===== config.mk =====
export PLATFORM = sky130hd
export DESIGN_NAME = instr_fetch_flat
export DESIGN_NICKNAME = d
export VERILOG_FILES = /design/src/rtl/instr_fetch_pkg.sv /design/src/rtl/instr_fetch_if.sv /design/src/rtl/instr_fetch_buf.sv /design/src/rtl/instr_fetch.sv /design/src/flat_wrapper.sv
export SDC_FILE = /design/constraint.sdc
export NUM_CORES = 1
export LEC_CHECK = 0
export ABC_AREA = 1
export CAP_MARGIN = 20
export CORE_ASPECT_RATIO = 2
export CORE_MARGIN = 10
export CORE_UTILIZATION = 35
export DETAILED_ROUTE_END_ITERATION = 8
export PLACE_DENSITY = 0.57
export SYNTH_ARGS = -nofsm -noshare
export SYNTH_HDL_FRONTEND = slang
export SYNTH_HIERARCHICAL = 1
export SYNTH_SLANG_ARGS = --single-unit

===== constraint.sdc =====
create_clock -name clk -period 7.75 [get_ports clk]
set_clock_uncertainty 0.1 [all_clocks]
set_input_delay 2.325 -clock clk [delete_from_list [all_inputs] [get_ports clk]]
set_output_delay 2.325 -clock clk [all_outputs]
set_load 0.02 [all_outputs]

===== src/rtl/instr_fetch_pkg.sv =====
// rtl/instr_fetch_pkg.sv - shared addresses, entry type and event encoding for the fetch front end
package instr_fetch_pkg;

    localparam int unsigned INSTR_W        = 32;
    localparam logic [31:0] RESET_ADDR_DEF = 32'd0;
    localparam logic [31:0] ILLOP_ADDR_DEF = 32'd97;
    localparam logic [31:0] XADR_ADDR_DEF  = 32'd98;
    localparam int unsigned DEPTH_DEF      = 100;

    typedef struct packed {
        logic [31:0]        pc;
        logic [INSTR_W-1:0] instr;
    } fetch_entry_t;

    // Listed in decreasing priority; EV_NONE means a normal push may happen.
    typedef enum logic [2:0] {
        EV_NONE,
        EV_ILLOP,
        EV_REDIRECT,
        EV_IRQ,
        EV_RANGE
    } fetch_event_e;

endpackage


===== src/rtl/instr_fetch_if.sv =====
// rtl/instr_fetch_if.sv - ROM, decode and trap signals between fetch and the rest of the core
interface instr_fetch_if;
    logic [31:0] imem_pc;
    logic [31:0] imem_id;
    logic        out_valid;
    logic        out_ready;
    logic [31:0] out_instr;
    logic [31:0] out_pc;
    logic        redirect_valid;
    logic [31:0] redirect_pc;
    logic        illop;
    logic        irq;
    logic        xp_valid;
    logic [31:0] xp_pc;

    modport master (
        output imem_pc, out_valid, out_instr, out_pc, xp_valid, xp_pc,
        input  imem_id, out_ready, redirect_valid, redirect_pc, illop, irq
    );

    modport slave (
        input  imem_pc, out_valid, out_instr, out_pc, xp_valid, xp_pc,
        output imem_id, out_ready, redirect_valid, redirect_pc, illop, irq
    );
endinterface


===== src/rtl/instr_fetch_buf.sv =====
// rtl/instr_fetch_buf.sv - two-entry {pc,instr} queue with push, pop and flush
module instr_fetch_buf
    import instr_fetch_pkg::*;
(
    input  logic         clk,
    input  logic         reset,
    input  logic         push,
    input  logic         pop,
    input  logic         flush,
    input  fetch_entry_t wr_entry,
    output fetch_entry_t head,
    output fetch_entry_t second,
    output logic [1:0]   count
);

    // The caller only pushes when a slot is free (or freed by pop) and only pops a non-empty queue.
    always_ff @(posedge clk or posedge reset) begin
        if (reset) begin
            count  <= 2'd0;
            head   <= '0;
            second <= '0;
        end else if (flush) begin
            count <= 2'd0;
        end else begin
            case ({push, pop})
                2'b10: begin
                    if (count == 2'd0) head <= wr_entry;
                    else               second <= wr_entry;
                    count <= count + 2'd1;
                end
                2'b01: begin
                    head  <= second;
                    count <= count - 2'd1;
                end
                2'b11: begin
                    if (count == 2'd1) begin
                        head <= wr_entry;
                    end else begin
                        head   <= second;
                        second <= wr_entry;
                    end
                end
                default: ;
            endcase
        end
    end

endmodule


===== src/rtl/instr_fetch.sv =====
// rtl/instr_fetch.sv - fetch PC, control-transfer priority and trap capture feeding decode
module instr_fetch
    import instr_fetch_pkg::*;
#(
    parameter logic [31:0] RESET_ADDR = RESET_ADDR_DEF,
    parameter logic [31:0] ILLOP_ADDR = ILLOP_ADDR_DEF,
    parameter logic [31:0] XADR_ADDR  = XADR_ADDR_DEF,
    parameter int unsigned DEPTH      = DEPTH_DEF
)(
    input  logic          clk,
    input  logic          reset,
    instr_fetch_if.master bus
);

    localparam logic [31:0] DEPTH_W = 32'(DEPTH);

    logic [31:0]  fpc, fpc_next;
    logic         xp_valid_next;
    logic [31:0]  xp_pc_next;
    logic         pop, push, flush, irq_ok;
    logic [1:0]   count;
    fetch_entry_t head, second, wr_entry;
    fetch_event_e ev;

    assign bus.imem_pc   = fpc;
    assign bus.out_valid = (count != 2'd0);
    assign bus.out_pc    = head.pc;
    assign bus.out_instr = head.instr;

    assign pop      = bus.out_valid & bus.out_ready;
    assign irq_ok   = bus.irq && (fpc != XADR_ADDR) && (fpc != ILLOP_ADDR);
    assign wr_entry = '{pc: fpc, instr: bus.imem_id};

    always_comb begin
        ev = EV_NONE;
        if (bus.illop)               ev = EV_ILLOP;
        else if (bus.redirect_valid) ev = EV_REDIRECT;
        else if (irq_ok)             ev = EV_IRQ;
        else if (fpc >= DEPTH_W)     ev = EV_RANGE;
    end

    always_comb begin
        fpc_next      = fpc;
        xp_valid_next = 1'b0;
        xp_pc_next    = bus.xp_pc;
        flush         = (ev != EV_NONE);
        push          = 1'b0;
        case (ev)
            EV_ILLOP: begin
                fpc_next      = ILLOP_ADDR;
                xp_valid_next = 1'b1;
                xp_pc_next    = head.pc + 32'd1;
            end
            EV_REDIRECT: fpc_next = bus.redirect_pc;
            EV_IRQ: begin
                fpc_next      = XADR_ADDR;
                xp_valid_next = 1'b1;
                // Resume point is the oldest instruction decode has not taken.
                if (bus.out_valid && !pop)        xp_pc_next = head.pc;
                else if (count == 2'd2 && pop)    xp_pc_next = second.pc;
                else                              xp_pc_next = fpc;
            end
            EV_RANGE: begin
                fpc_next      = ILLOP_ADDR;
                xp_valid_next = 1'b1;
                xp_pc_next    = fpc;
            end
            default: begin
                push = (count != 2'd2) || pop;
                if (push) fpc_next = fpc + 32'd1;
            end
        endcase
    end

    always_ff @(posedge clk or posedge reset) begin
        if (reset) begin
            fpc          <= RESET_ADDR;
            bus.xp_valid <= 1'b0;
            bus.xp_pc    <= 32'd0;
        end else begin
            fpc          <= fpc_next;
            bus.xp_valid <= xp_valid_next;
            bus.xp_pc    <= xp_pc_next;
        end
    end

    instr_fetch_buf u_buf (
        .clk      (clk),
        .reset    (reset),
        .push     (push),
        .pop      (pop),
        .flush    (flush),
        .wr_entry (wr_entry),
        .head     (head),
        .second   (second),
        .count    (count)
    );

endmodule


===== src/flat_wrapper.sv =====
// flat-port wrapper written by rule: the top's interface ports become plain ports
module instr_fetch_flat import instr_fetch_pkg::*;
#(
    parameter logic [31:0] RESET_ADDR = RESET_ADDR_DEF,
    parameter logic [31:0] ILLOP_ADDR = ILLOP_ADDR_DEF,
    parameter logic [31:0] XADR_ADDR  = XADR_ADDR_DEF,
    parameter int unsigned DEPTH      = DEPTH_DEF
)
  (clk, reset, bus_imem_pc, bus_out_valid, bus_out_instr, bus_out_pc, bus_xp_valid, bus_xp_pc, bus_imem_id, bus_out_ready, bus_redirect_valid, bus_redirect_pc, bus_illop, bus_irq);
  instr_fetch_if bus_i ();
  input  logic clk;
  input  logic reset;
  output wire logic [$bits(bus_i.imem_pc)-1:0] bus_imem_pc;
  output wire logic [$bits(bus_i.out_valid)-1:0] bus_out_valid;
  output wire logic [$bits(bus_i.out_instr)-1:0] bus_out_instr;
  output wire logic [$bits(bus_i.out_pc)-1:0] bus_out_pc;
  output wire logic [$bits(bus_i.xp_valid)-1:0] bus_xp_valid;
  output wire logic [$bits(bus_i.xp_pc)-1:0] bus_xp_pc;
  input wire logic [$bits(bus_i.imem_id)-1:0] bus_imem_id;
  input wire logic [$bits(bus_i.out_ready)-1:0] bus_out_ready;
  input wire logic [$bits(bus_i.redirect_valid)-1:0] bus_redirect_valid;
  input wire logic [$bits(bus_i.redirect_pc)-1:0] bus_redirect_pc;
  input wire logic [$bits(bus_i.illop)-1:0] bus_illop;
  input wire logic [$bits(bus_i.irq)-1:0] bus_irq;
  assign bus_imem_pc = bus_i.imem_pc;
  assign bus_out_valid = bus_i.out_valid;
  assign bus_out_instr = bus_i.out_instr;
  assign bus_out_pc = bus_i.out_pc;
  assign bus_xp_valid = bus_i.xp_valid;
  assign bus_xp_pc = bus_i.xp_pc;
  assign bus_i.imem_id = bus_imem_id;
  assign bus_i.out_ready = bus_out_ready;
  assign bus_i.redirect_valid = bus_redirect_valid;
  assign bus_i.redirect_pc = bus_redirect_pc;
  assign bus_i.illop = bus_illop;
  assign bus_i.irq = bus_irq;
  instr_fetch #(.RESET_ADDR(RESET_ADDR), .ILLOP_ADDR(ILLOP_ADDR), .XADR_ADDR(XADR_ADDR), .DEPTH(DEPTH)) u_core (.clk(clk), .reset(reset), .bus(bus_i));
endmodule

## Yosys cells after proc, flatten, opt, wreduce, memory -nomap -nowiden

Index checks and enable logic that the tools add are counted.

| storage, ports and cells | value |
|---|---|
| output and inout port bits | 130 |
| input port bits | 70 |
| logic and storage cells | 68 |
| register bits after elaboration | 195 |

| operators by class | value |
|---|---|
| $lt $le $gt $ge | 1 |
| equal/unequal tests | 15 |
| reductions and logical operators | 19 |
| bitwise logic cells | 2 |
| mux-type cells | 19 |
| add/subtract/negate cells | 4 |

Operators with widths:

| operator | count |
|---|---|
| 64-bit two-way mux | 4 |
| 32-bit one-hot mux with 3 select lines | 2 |
| 64-bit one-hot mux with 3 select lines | 1 |
| 64-bit one-hot mux with 2 select lines | 1 |
| 32-bit two-way mux | 3 |
| 32-bit by 1-bit adder with 32-bit output (second input constant) | 2 |
| 32-bit by 7-bit inequality test with 1-bit output (second input constant) | 2 |
| 32-bit by 7-bit greater-or-equal comparator with 1-bit output (second input constant) | 1 |
| 3-bit two-way mux | 4 |
| 3-bit nonzero test | 4 |
| 2-bit inequality test (second input constant) | 4 |
| 2-bit == test (second input constant) | 3 |
| 3-bit by 2-bit == test with 1-bit output (second input constant) | 2 |
| 2-bit by 1-bit == test with 1-bit output (second input constant) | 2 |
| 1-bit logical AND | 4 |
| 2-bit one-hot mux with 2 select lines | 1 |
| 4-bit AND reduction | 1 |
| 2-bit nonzero test | 2 |
| 4-bit nonzero test | 1 |
| 4-bit OR reduction | 1 |
| 3-bit by 1-bit == test with 1-bit output (second input constant) | 1 |
| 3-bit == test (second input constant) | 1 |
| 3-bit AND reduction | 1 |
| 3-bit OR reduction | 1 |
| other kinds (10) | 11 |

## Longest topological paths before layout

Gate-level depths: netlist of run 1.

| depth | value |
|---|---|
| depth after elaboration | 12 |
| mapped depth | 18 |

## Cells and area by module

The synthesis of run 1 kept the hierarchy.

By module, submodules not included:

| module | area each (sq um) | times used | cells each |
|---|---|---|---|
| instr_fetch_buf | 6299.8 | 1 | 793 |
| instr_fetch | 5208.7 | 1 | 818 |

## Worst setup path before layout of run 1

No wires, ideal clock.

| timing | value |
|---|---|
| path kind | in2reg |
| start point | input bus_out_ready |
| end point | register u_core/u_buf/head[57] (netlist name) |
| arrival time | 3.839 ns |
| setup time | 0.117 ns |
| data required time | 7.533 ns |
| cell stages on the path | 10 |
| path slack | 3.694 ns |
| cells stage by stage | clkbuf_1 nor3_1 nor2_1 buf_2 nand2_1 buf_2 buf_2 nand3b_1 nand3_1 nand2_1 |

| between the ends | value |
|---|---|
| cells in the longest elaborated chain, start to end | 6 |

RTL lines:

| element | line | text |
|---|---|---|
| start, declared | flat_wrapper.sv:20 | `input wire logic [$bits(bus_i.out_ready)-1:0] bus_out_ready;` |
| 1-bit AND * | instr_fetch.sv:30 | `assign pop = bus.out_valid & bus.out_ready;` |
| 1-bit logical OR * | instr_fetch.sv:69 | `push = (count != 2'd2) \|\| pop;` |
| 1-bit two-way mux * | instr_fetch.sv:48 | `case (ev)` |
| named net u_core.push | instr_fetch.sv:20 | `logic pop, push, flush, irq_ok;` |
| 2-bit == test or 2-bit by 1-bit == test with 1-bit output (tied branches) | instr_fetch_buf.sv:25 | `case ({push, pop})` |
| 2-bit inequality test (no line) or 3-bit nonzero test (tied branches) | - |  |
| 3-bit AND reduction (no line) | - |  |

The timed path passes the listed nets; every way through them passes the cells marked *.
A chain may end at the register's enable or synchronous reset.

## Worst setup path after layout of run 1

| timing | value |
|---|---|
| start point | input bus_out_ready |
| end point | register u_core/u_buf/head[24] (netlist name) |

| between the ends | value |
|---|---|
| cells in the longest elaborated chain, start to end | 6 |

RTL lines:

| element | line |
|---|---|
| 1-bit AND * | instr_fetch.sv:30 |
| 1-bit logical OR * | instr_fetch.sv:69 |
| 1-bit two-way mux * | instr_fetch.sv:48 |
| named net u_core.push | instr_fetch.sv:20 |
| 2-bit == test or 2-bit by 1-bit == test with 1-bit output (tied branches) | instr_fetch_buf.sv:25 |
| 2-bit inequality test (no line) or 3-bit nonzero test (tied branches) | - |
| 3-bit AND reduction (no line) | - |

Marks and branches as above.

==> flow_summary.yaml, run 1 <==
status:
  outcome: "complete, no violations"
clocking:
  cts_setup_buffers: 0
  htree_levels: 4
  cts_buffers: 17
  postCtsHoldBufs: 0
  cts_resized: 0
  cts_tree: "done"
  cts.sinks: 195
  cts_root_buf: "clkbuf_16"
  cts_buffer_depth: 2
  clk_pin_slew_worst_paths_ps: 70
  insertion_delay_ps: 450
setup_path:
  cp_max_fo: 27
  required_ps: 8040
  critPathLaunchType: "input pin"
  endpoint_kind: "flop"
  cp.arrival_ps: 5800
  criticalPathCategory: "input pin to flop"
  r2r_cells: 14
place:
  port-buffer-count: 199
  routabilityCongestion: 0.931
  placed_cells: 2154
  dp_hpwl_um: 30900
die:
  coreArea_um2: 32300
  die_w_um: 148
  dieArea_um2: 41000
  pin_count: 200
  fp-row-count: 93
  die_h_um: 276
  initial_utilization_pct: 35.6
synth:
  synth_top_area_cell: "dfrtp_1"
  async_flop_share_pct: 100
  syn_nets: 1689
  ys_types: 32
  avgSynthCellArea_um2: 7.14
  synth_edf_count: 0
  yosys_register_bits: 195
  synth_top_area_share_pct: 42.4
  synthTopCellsByArea: "dfrtp_1 (42%), nand2_1 (18%), nand3_1 (10%), inv_1 (4.7%), nand3b_1 (4.5%)"
  synthCells: 1611
  syn-cell-area_um2: 11500
  synth_seq_area_share_pct: 42.4
  yosysWarnings: 6
  synth_ff_type: "dfrtp_1"
  yosysMostFrequentCell: "nand2_1"
  synth_common_cells: "nand2_1 (565), nand3_1 (241), dfrtp_1 (195)"
drt:
  num_vias: 11215
  drc: 0
  drt_iter0_markers: 679
  avgRoutedWirePerCell_um: 19.9
  drt_pass1_iterations: 7
  antenna_left: 0
  routed_via_density: 5.13
  wl_um: 43400
pwr:
  leakagePower_nw: 7.16
  p_per_area_nw_per_um2: 151
  power_switching_uw: 575
  p_sw_share_pct: 26.8
  p_int_mw: 1.57
  clkPwrFrac_pct: 40.7
  pwr-share-comb_pct: 10.2
  ir_worst_vdd_mv: 0.172
  p_total_mw: 2.14
  seq_power_share_pct: 49.1
run:
  maxCapViolCount: 0
grt:
  grt_pass1_vias: 11339
  grt_pass1_wl_um: 67600
  grt_overflow: 0
  grt_usage_pct: 21.0
  grt_max_degree: 67
  antenna_found_initial: 1
sta:
  setup-violations-final: 0
  finalHoldViolations: 0
  fmax_mhz: 181
  rsz0062_at_grt: "false"
  drv_slew: 0
  min_period_ps: 5510
  fin_crit_sh_pct: 71.1
  worst_slew_pin_slew_ps: 1040
  maxSlewHeadroom_pct: 30.6
  setup_tns_ps: 0
layout:
  drive_above_1_share_pct: 4.04
  fin_cells: 2186
  syn_to_final_growth_pct: 23.5
  register_area_um2: 4880
  final_nets: 1824
  n_fill_cell: 3452
  multi_input_area_um2: 5540
min_path:
  hold_path.class: "flop to flop"
  hold_depth: 2
## power groups by stage
stage	registers (mW)	clock network (mW)	logic, mW
4_1_cts	1.05	0.895	0.221
5_1_grt	1.06	0.935	0.240
2_1_floorplan	1.08	0	0.101
6_report	1.05	0.873	0.218
3_5_place_dp	1.07	0	0.220
3_3_place_gp	1.07	0	0.219
## placed cells by master (no fill, tap or decap), types with 2 or more instances in the layout
cell type,n
nor2_1,113
nand2_2,6
a21oi_4,2
xnor2_1,2
nand3_2,2
nor2_4,2
xor2_1,25
nor3_1,10
dfrtp_1,195
ha_1,8
clkbuf_16,17
o211ai_1,18
inv_6,3
nand4_1,51
clkinvlp_4,2
a21oi_1,6
inv_2,5
nand3b_1,69
inv_1,143
buf_4,18
nand2_1,565
nor2_2,2
clkbuf_1,3
clkdlybuf4s50_1,199
clkinv_1,2
a31oi_1,14
clkinv_4,4
nand3_1,240
o21ai_0,23
## cell type report
cell class | count | area share (%)
Inverter | 152 | 4.07
Multi-Input combinational cell | 1163 | 39.0
Clock inverter | 10 | 0.722
Antenna cell | 1 | 0.0176
Timing Repair Buffer | 217 | 15.0
Sequential cell | 195 | 34.3
Clock buffer | 21 | 3.17
Tap cell | 427 | 3.76
## path summary, 6_finish.rpt
kind                                          from                 endpoint  slack (ps)
setup / recovery                     bus_out_ready    u_core/u_buf/head[24]        2240
hold / removal             u_core/u_buf/second[11]  u_core/u_buf/second[11]         370
setup reg to reg            u_core/bus.imem_pc[19]    u_core/u_buf/head[23]        3080
hold reg to reg            u_core/u_buf/second[11]  u_core/u_buf/second[11]         370
max in group asynchronous                    reset    u_core/u_buf/head[38]        3920
min in group asynchronous                    reset    u_core/bus.imem_pc[9]        2230
## routing by layer
metal / global-route usage (%) / share of wire (%) / wire length, um / vias up
li1: - / - / - / 5423
met1: 23.5 / 38 / 16700 / 5333
met2: 36.9 / 52 / 22400 / 395
met3: 3.91 / 5.6 / 2420 / 64
met4: 10.5 / 4.4 / 1910 / 0
met5: 0 / 0 / 0 / -
## worst max-delay path: stages
cell and delay (ps):
clkdlybuf4s50_1 750, nor3_1 690, nor2_1 280, nand2_2 510, nand2_1 790, nand2_1 230
nand3_1 90, nand2_1 110
## kinds of logic (layout without fill, tap and decap cells)
group | Yosys count | after routing | share of synthesized area [%]
flip-flops | 195 | 195 | 42.4
AND/OR/NAND/NOR | 1064 | 1064 | 41.5
adder cells (fa/ha/maj) | 8 | 8 | 0.870
AO/OA/AOI/OAI | 64 | 64 | 3.46
XOR/XNOR | 27 | 27 | 2.05
other | 0 | 1 | 0
buffers and inverters | 253 | 400 | 9.74
## registers in the layout (all words and copies together) (netlist names)
name,count
u_core/bus.imem_pc,32
u_core/bus.xp_valid,1
u_core/u_buf/second,64
u_core/u_buf/count,2
u_core/u_buf/head,64
u_core/bus.xp_pc,32
## per-stage QoR
step	utilization, %	hold WS, ps	instance area [um2]	setup WS [ps]
5_1_grt	43.9	387	14200	1880
3_3_place_gp	42.2	345	13700	1860
2_1_floorplan	-	333	11500	1860
6_report	44.0	365	14200	2240
4_1_cts	43.9	368	14200	2190
3_5_place_dp	42.2	349	13700	1700
Power figures use the tool's default switching activity.
==> run 2, diff against run 1 <==
--- a/config.mk
+++ b/config.mk
@@ -11,7 +11,7 @@
 export CORE_MARGIN = 10
 export CORE_UTILIZATION = 35
 export DETAILED_ROUTE_END_ITERATION = 8
-export PLACE_DENSITY = 0.57
+export PLACE_DENSITY = 0.59
 export SYNTH_ARGS = -nofsm -noshare
 export SYNTH_HDL_FRONTEND = slang
 export SYNTH_HIERARCHICAL = 1
==> constraint.sdc (replaced) <==
create_clock -name clk -period 4.9 [get_ports clk]
set_clock_uncertainty 0.1 [all_clocks]
set_input_delay 1.47 -clock clk [delete_from_list [all_inputs] [get_ports clk]]
set_output_delay 1.47 -clock clk [all_outputs]
set_load 0.02 [all_outputs]
==> flow_summary.yaml, run 2 (synthesized netlist as in run 1, its figures left out) <==
grt:
  grt_usage_pct: 21.0
  grt_pass1_vias: 11343
  grt_overflow: 0
  antenna_found_initial: 0
  grt_max_degree: 131
  grt_pass1_wl_um: 67700
drt:
  drt_iter0_markers: 1020
  routed_via_density: 5.20
  num_vias: 11419
  antenna_left: 0
  wl_um: 43600
  drc: 0
  drt_pass1_iterations: 5
  avgRoutedWirePerCell_um: 19.8
setup_path:
  criticalPathCategory: "input pin to flop"
  required_ps: 5140
  endpoint_kind: "flop"
  critPathLaunchType: "input pin"
  cp_max_fo: 38
  cp.arrival_ps: 4270
  r2r_cells: 13
pwr:
  ir_worst_vdd_mv: 0.245
  p_per_area_nw_per_um2: 250
  p_total_mw: 3.62
  leakagePower_nw: 7.28
clocking:
  cts_resized: 0
  cts_buffers: 17
  postCtsHoldBufs: 0
  clk_pin_slew_worst_paths_ps: 70
  cts_buffer_depth: 2
  insertion_delay_ps: 460
  htree_levels: 4
  cts_setup_buffers: 0
  cts.sinks: 195
  cts_tree: "done"
  cts_root_buf: "clkbuf_16"
layout:
  drive_above_1_share_pct: 4.86
  final_nets: 1835
  n_fill_cell: 3393
  mostFrequentLayoutCells: "nand2_1 (565), nand3_1 (240), clkdlybuf4s50_1 (199), dfrtp_1 (195), inv_1 (143)"
  fin_area_um2: 14500
  syn_to_final_growth_pct: 25.7
  final_common_cell: "nand2_1"
  diodes: 0
  top_regs: "u_core/u_buf/head: 64 flops, u_core/u_buf/second: 64 flops"
place:
  placed_area_um2: 13800
  routabilityCongestion: 1.03
  port-buffer-count: 199
  place_ws_ps: 425
  dp_hpwl_um: 31000
sta:
  maxSlewHeadroom_pct: 44.2
  setup_slack_ps: 877
  worst_slew_pin_slew_ps: 831
  fin_crit_sh_pct: 82.1
  setup_tns_ps: 0
  fmax_mhz: 249
  setup-violations-final: 0
  hold_ws_ps: 363
  finalHoldViolations: 0
  drv_slew: 0
  rsz0062_at_grt: "false"
  min_period_ps: 4020
die:
  die_h_um: 276
  die_w_um: 148
  coreArea_um2: 32300
  dieArea_um2: 41000
  pin_count: 200
  initial_utilization_pct: 35.6
  fp-row-count: 93
status:
  outcome: "complete, no violations"
run:
  maxCapViolCount: 0
min_path:
  hold_depth: 2
  hold_path.class: "flop to flop"
-- run 2: changes by cell type in the layout (fill, tap and decap cells not counted), sizes merged --
cell / delta
inv: -2
buf: +11
bufinv: +4
clkinv: -2
clkinvlp: +2
diode: -1
clkbuf: -1
-- run 2: metal layers --
layer | share of wire [%] | up-vias | routed length [um] | GRT usage (%)
met1 | 37 | 5409 | 16100 | 23.0
li1 | - | 5461 | - | -
met4 | 5.0 | 0 | 2190 | 11.4
met5 | 0 | - | 0 | 0
met2 | 52 | 463 | 22700 | 37.1
met3 | 5.9 | 86 | 2560 | 4.07
-- run 2: area by class of cell --
type,count,area [um2],share of cell area (%)
clock buffer,20,467,3.23
clock inverter,12,200,1.38
inverter,152,577,3.99
multi-input combinational,1163,5530,38.3
sequential,195,4880,33.7
tap,427,534,3.69
timing repair buffer,228,2270,15.7
-- run 2: path summary, 6_finish.rpt --
path | start | slack [ps] | endpoint
max in group asynchronous | reset | 2550 | u_core/u_buf/head[26]
max reg2reg | u_core/bus.imem_pc[14] | 1110 | u_core/u_buf/head[32]
min | u_core/u_buf/second[0] | 360 | u_core/u_buf/second[0]
min in group asynchronous | reset | 1300 | u_core/bus.imem_pc[13]
max | bus_illop | 880 | u_core/u_buf/head[32]
min reg2reg | u_core/u_buf/second[0] | 360 | u_core/u_buf/second[0]
-- run 2: critical path, cell delays in order --
cell,delay (ps)
clkdlybuf4s50_1,550
nor2_2,210
nand3_2,190
nor2_1,420
nand2_1,520
nand2_1,170
buf_4,410
nand2_1,120
nand3_1,120
nand2_1,60
-- run 2: report_power, final --
part,switching (mW),internal [mW],total (mW)
sequential,0.0364,1.63,1.67
clock,0.656,0.948,1.60
combinational,0.212,0.137,0.349
total,0.904,2.71,3.62
-- run 2: per-stage QoR --
step / cells / util, %
after CTS: 2197 / 44.7
after global routing: 2197 / 44.7
final: 2197 / 44.7
after global placement: 2165 / 42.6
after detailed placement: 2165 / 42.6
after floorplan: 1611 / -
==> run 3, diff against run 2 <==
==> constraint.sdc (replaced) <==
create_clock -name clk -period 3.6 [get_ports clk]
set_clock_uncertainty 0.1 [all_clocks]
set_input_delay 1.08 -clock clk [delete_from_list [all_inputs] [get_ports clk]]
set_output_delay 1.08 -clock clk [all_outputs]
set_load 0.02 [all_outputs]
==> flow_summary.yaml, run 3 (synthesized netlist as in run 1, its figures left out) <==
status:
  outcome: "complete, no violations"
layout:
  top_regs: "u_core/u_buf/head: 64 flops, u_core/u_buf/second: 64 flops"
  drive_above_1_share_pct: 5.75
  final_common_cell: "nand2_1"
  utilization_pct: 45.3
  mostFrequentLayoutCells: "nand2_1 (565), nand3_1 (240), clkdlybuf4s50_1 (199), dfrtp_1 (195), inv_1 (143)"
  final_nets: 1857
  n_fill_cell: 3426
  syn_to_final_growth_pct: 27.4
pwr:
  seq_power_share_pct: 47.8
  power_switching_mw: 1.23
  clkPwrFrac_pct: 41.6
  leakagePower_nw: 7.39
  pwr-share-comb_pct: 10.6
  ir_worst_vdd_mv: 0.334
  p_sw_share_pct: 25.9
  p_per_area_nw_per_um2: 323
  p_int_mw: 3.50
die:
  pin_count: 200
  fp-row-count: 93
  die_h_um: 276
  die_w_um: 148
  coreArea_um2: 32300
  dieArea_um2: 41000
  initial_utilization_pct: 35.6
drt:
  avgRoutedWirePerCell_um: 19.8
  drt_iter0_markers: 974
  drt_pass1_iterations: 5
  wl_met2_um: 22700
  top_layer_used: "met4"
  m1WireLength_um: 16300
  met3_wirelength_um: 2700
  wl_um: 43900
  routed_via_density: 5.17
  num_vias: 11477
  drc: 0
  antenna_left: 0
sta:
  fmax_mhz: 313
  worst_slew_pin_slew_ps: 655
  fin_crit_sh_pct: 88.8
  min_period_ps: 3200
  rsz0062_at_grt: "false"
  finalHoldViolations: 0
  drv_slew: 0
  setup_tns_ps: 0
  maxSlewHeadroom_pct: 56.3
  setup-violations-final: 0
grt:
  grt_pass1_wl_um: 67800
  antenna_found_initial: 1
  grt_max_degree: 65
  grt_overflow: 0
  grt_pass1_vias: 11279
  grt_usage_pct: 21.1
setup_path:
  required_ps: 2420
  criticalPathCategory: "flop to output port"
  crit_start: "u_core/u_buf/count[1]"
  endpoint_kind: "output port"
  r2r_cells: 12
  cp_max_fo: 17
  reg2reg_from: "u_core/bus.imem_pc[10]"
  cp.arrival_ps: 2020
  r2r-end: "u_core/u_buf/second[51]"
  rrSetupSlack_ps: 510
  critPathCapture: "bus_out_valid"
  critPathLaunchType: "flop"
run:
  maxCapViolCount: 0
clocking:
  cts_buffer_depth: 2
  cts_tree: "done"
  cts_resized: 0
  insertion_delay_ps: 460
  cts_buffers: 17
  cts_root_buf: "clkbuf_16"
  cts.sinks: 195
  postCtsHoldBufs: 0
  clk_pin_slew_worst_paths_ps: 70
  htree_levels: 4
  cts_setup_buffers: 0
min_path:
  hold_depth: 2
  hold_path.class: "flop to flop"
place:
  dp_hpwl_um: 32300
  port-buffer-count: 199
  routabilityCongestion: 0.980
==> run 3: cell types whose count changed in the layout (fill, tap and decap cells not counted) <==
cell and change:
buf_12 +9, buf_4 +13, bufinv_16 -3, clkbuf_1 +5, clkinv_2 -1, clkinvlp_4 -1, diode_2 +1
==> run 3: stage by stage <==
step	instance area (um2)	worst slack [ps]	hold WS (ps)	cells	power [mW]
finish	14700	403	364	2220	4.73
global route	14700	183	388	2220	4.92
CTS	14700	398	367	2219	4.79
detailed placement	14100	123	351	2187	2.81
global placement	14100	188	345	2187	2.81
floorplan	11500	789	333	1611	2.55
==> run 3: power by group through the flow <==
| stage | Sequential [mW] | Combinational, mW | Clock (mW) |
|---|---|---|---|
| 3_3_place_gp | 2.30 | 0.505 | 0 |
| 6_report | 2.26 | 0.503 | 1.97 |
| 2_1_floorplan | 2.33 | 0.219 | 0 |
| 4_1_cts | 2.26 | 0.511 | 2.01 |
| 3_5_place_dp | 2.30 | 0.509 | 0 |
| 5_1_grt | 2.27 | 0.552 | 2.10 |
==> run 3: routing by layer <==
layer / vias up / track usage, %
met3: 80 / 3.91
met4: 0 / 11.7
met2: 444 / 36.4
met5: - / 0
met1: 5454 / 23.8
li1: 5499 / -
==> run 3: critical path, cell delays in order (launching register included) <==
cell and delay (ps):
dfrtp_1 320, buf_4 230, inv_1 130, nand2_1 110, clkdlybuf4s50_1 760
==> run 3: worst min path at each step <==
stage                                        from                 endpoint  slack (ps)
after floorplan            u_core/u_buf/second[0]   u_core/u_buf/second[0]         330
after global placement    u_core/u_buf/second[12]  u_core/u_buf/second[12]         340
after CTS                 u_core/u_buf/second[22]  u_core/u_buf/second[22]         370
after global routing      u_core/u_buf/second[30]  u_core/u_buf/second[30]         390
final                     u_core/u_buf/second[28]  u_core/u_buf/second[28]         360
after detailed placement  u_core/u_buf/second[22]  u_core/u_buf/second[22]         350
==> run 3: area by class of cell <==
| class | count | area, um2 | area share, % |
|---|---|---|---|
| multi-input combinational | 1163 | 5530 | 37.7 |
| sequential | 195 | 4880 | 33.3 |
| tap | 427 | 534 | 3.64 |
| antenna | 1 | 2.50 | 0.0171 |
| timing repair buffer | 250 | 2550 | 17.4 |
| inverter | 152 | 577 | 3.94 |
| clock buffer | 25 | 485 | 3.31 |
| clock inverter | 7 | 97.6 | 0.666 |
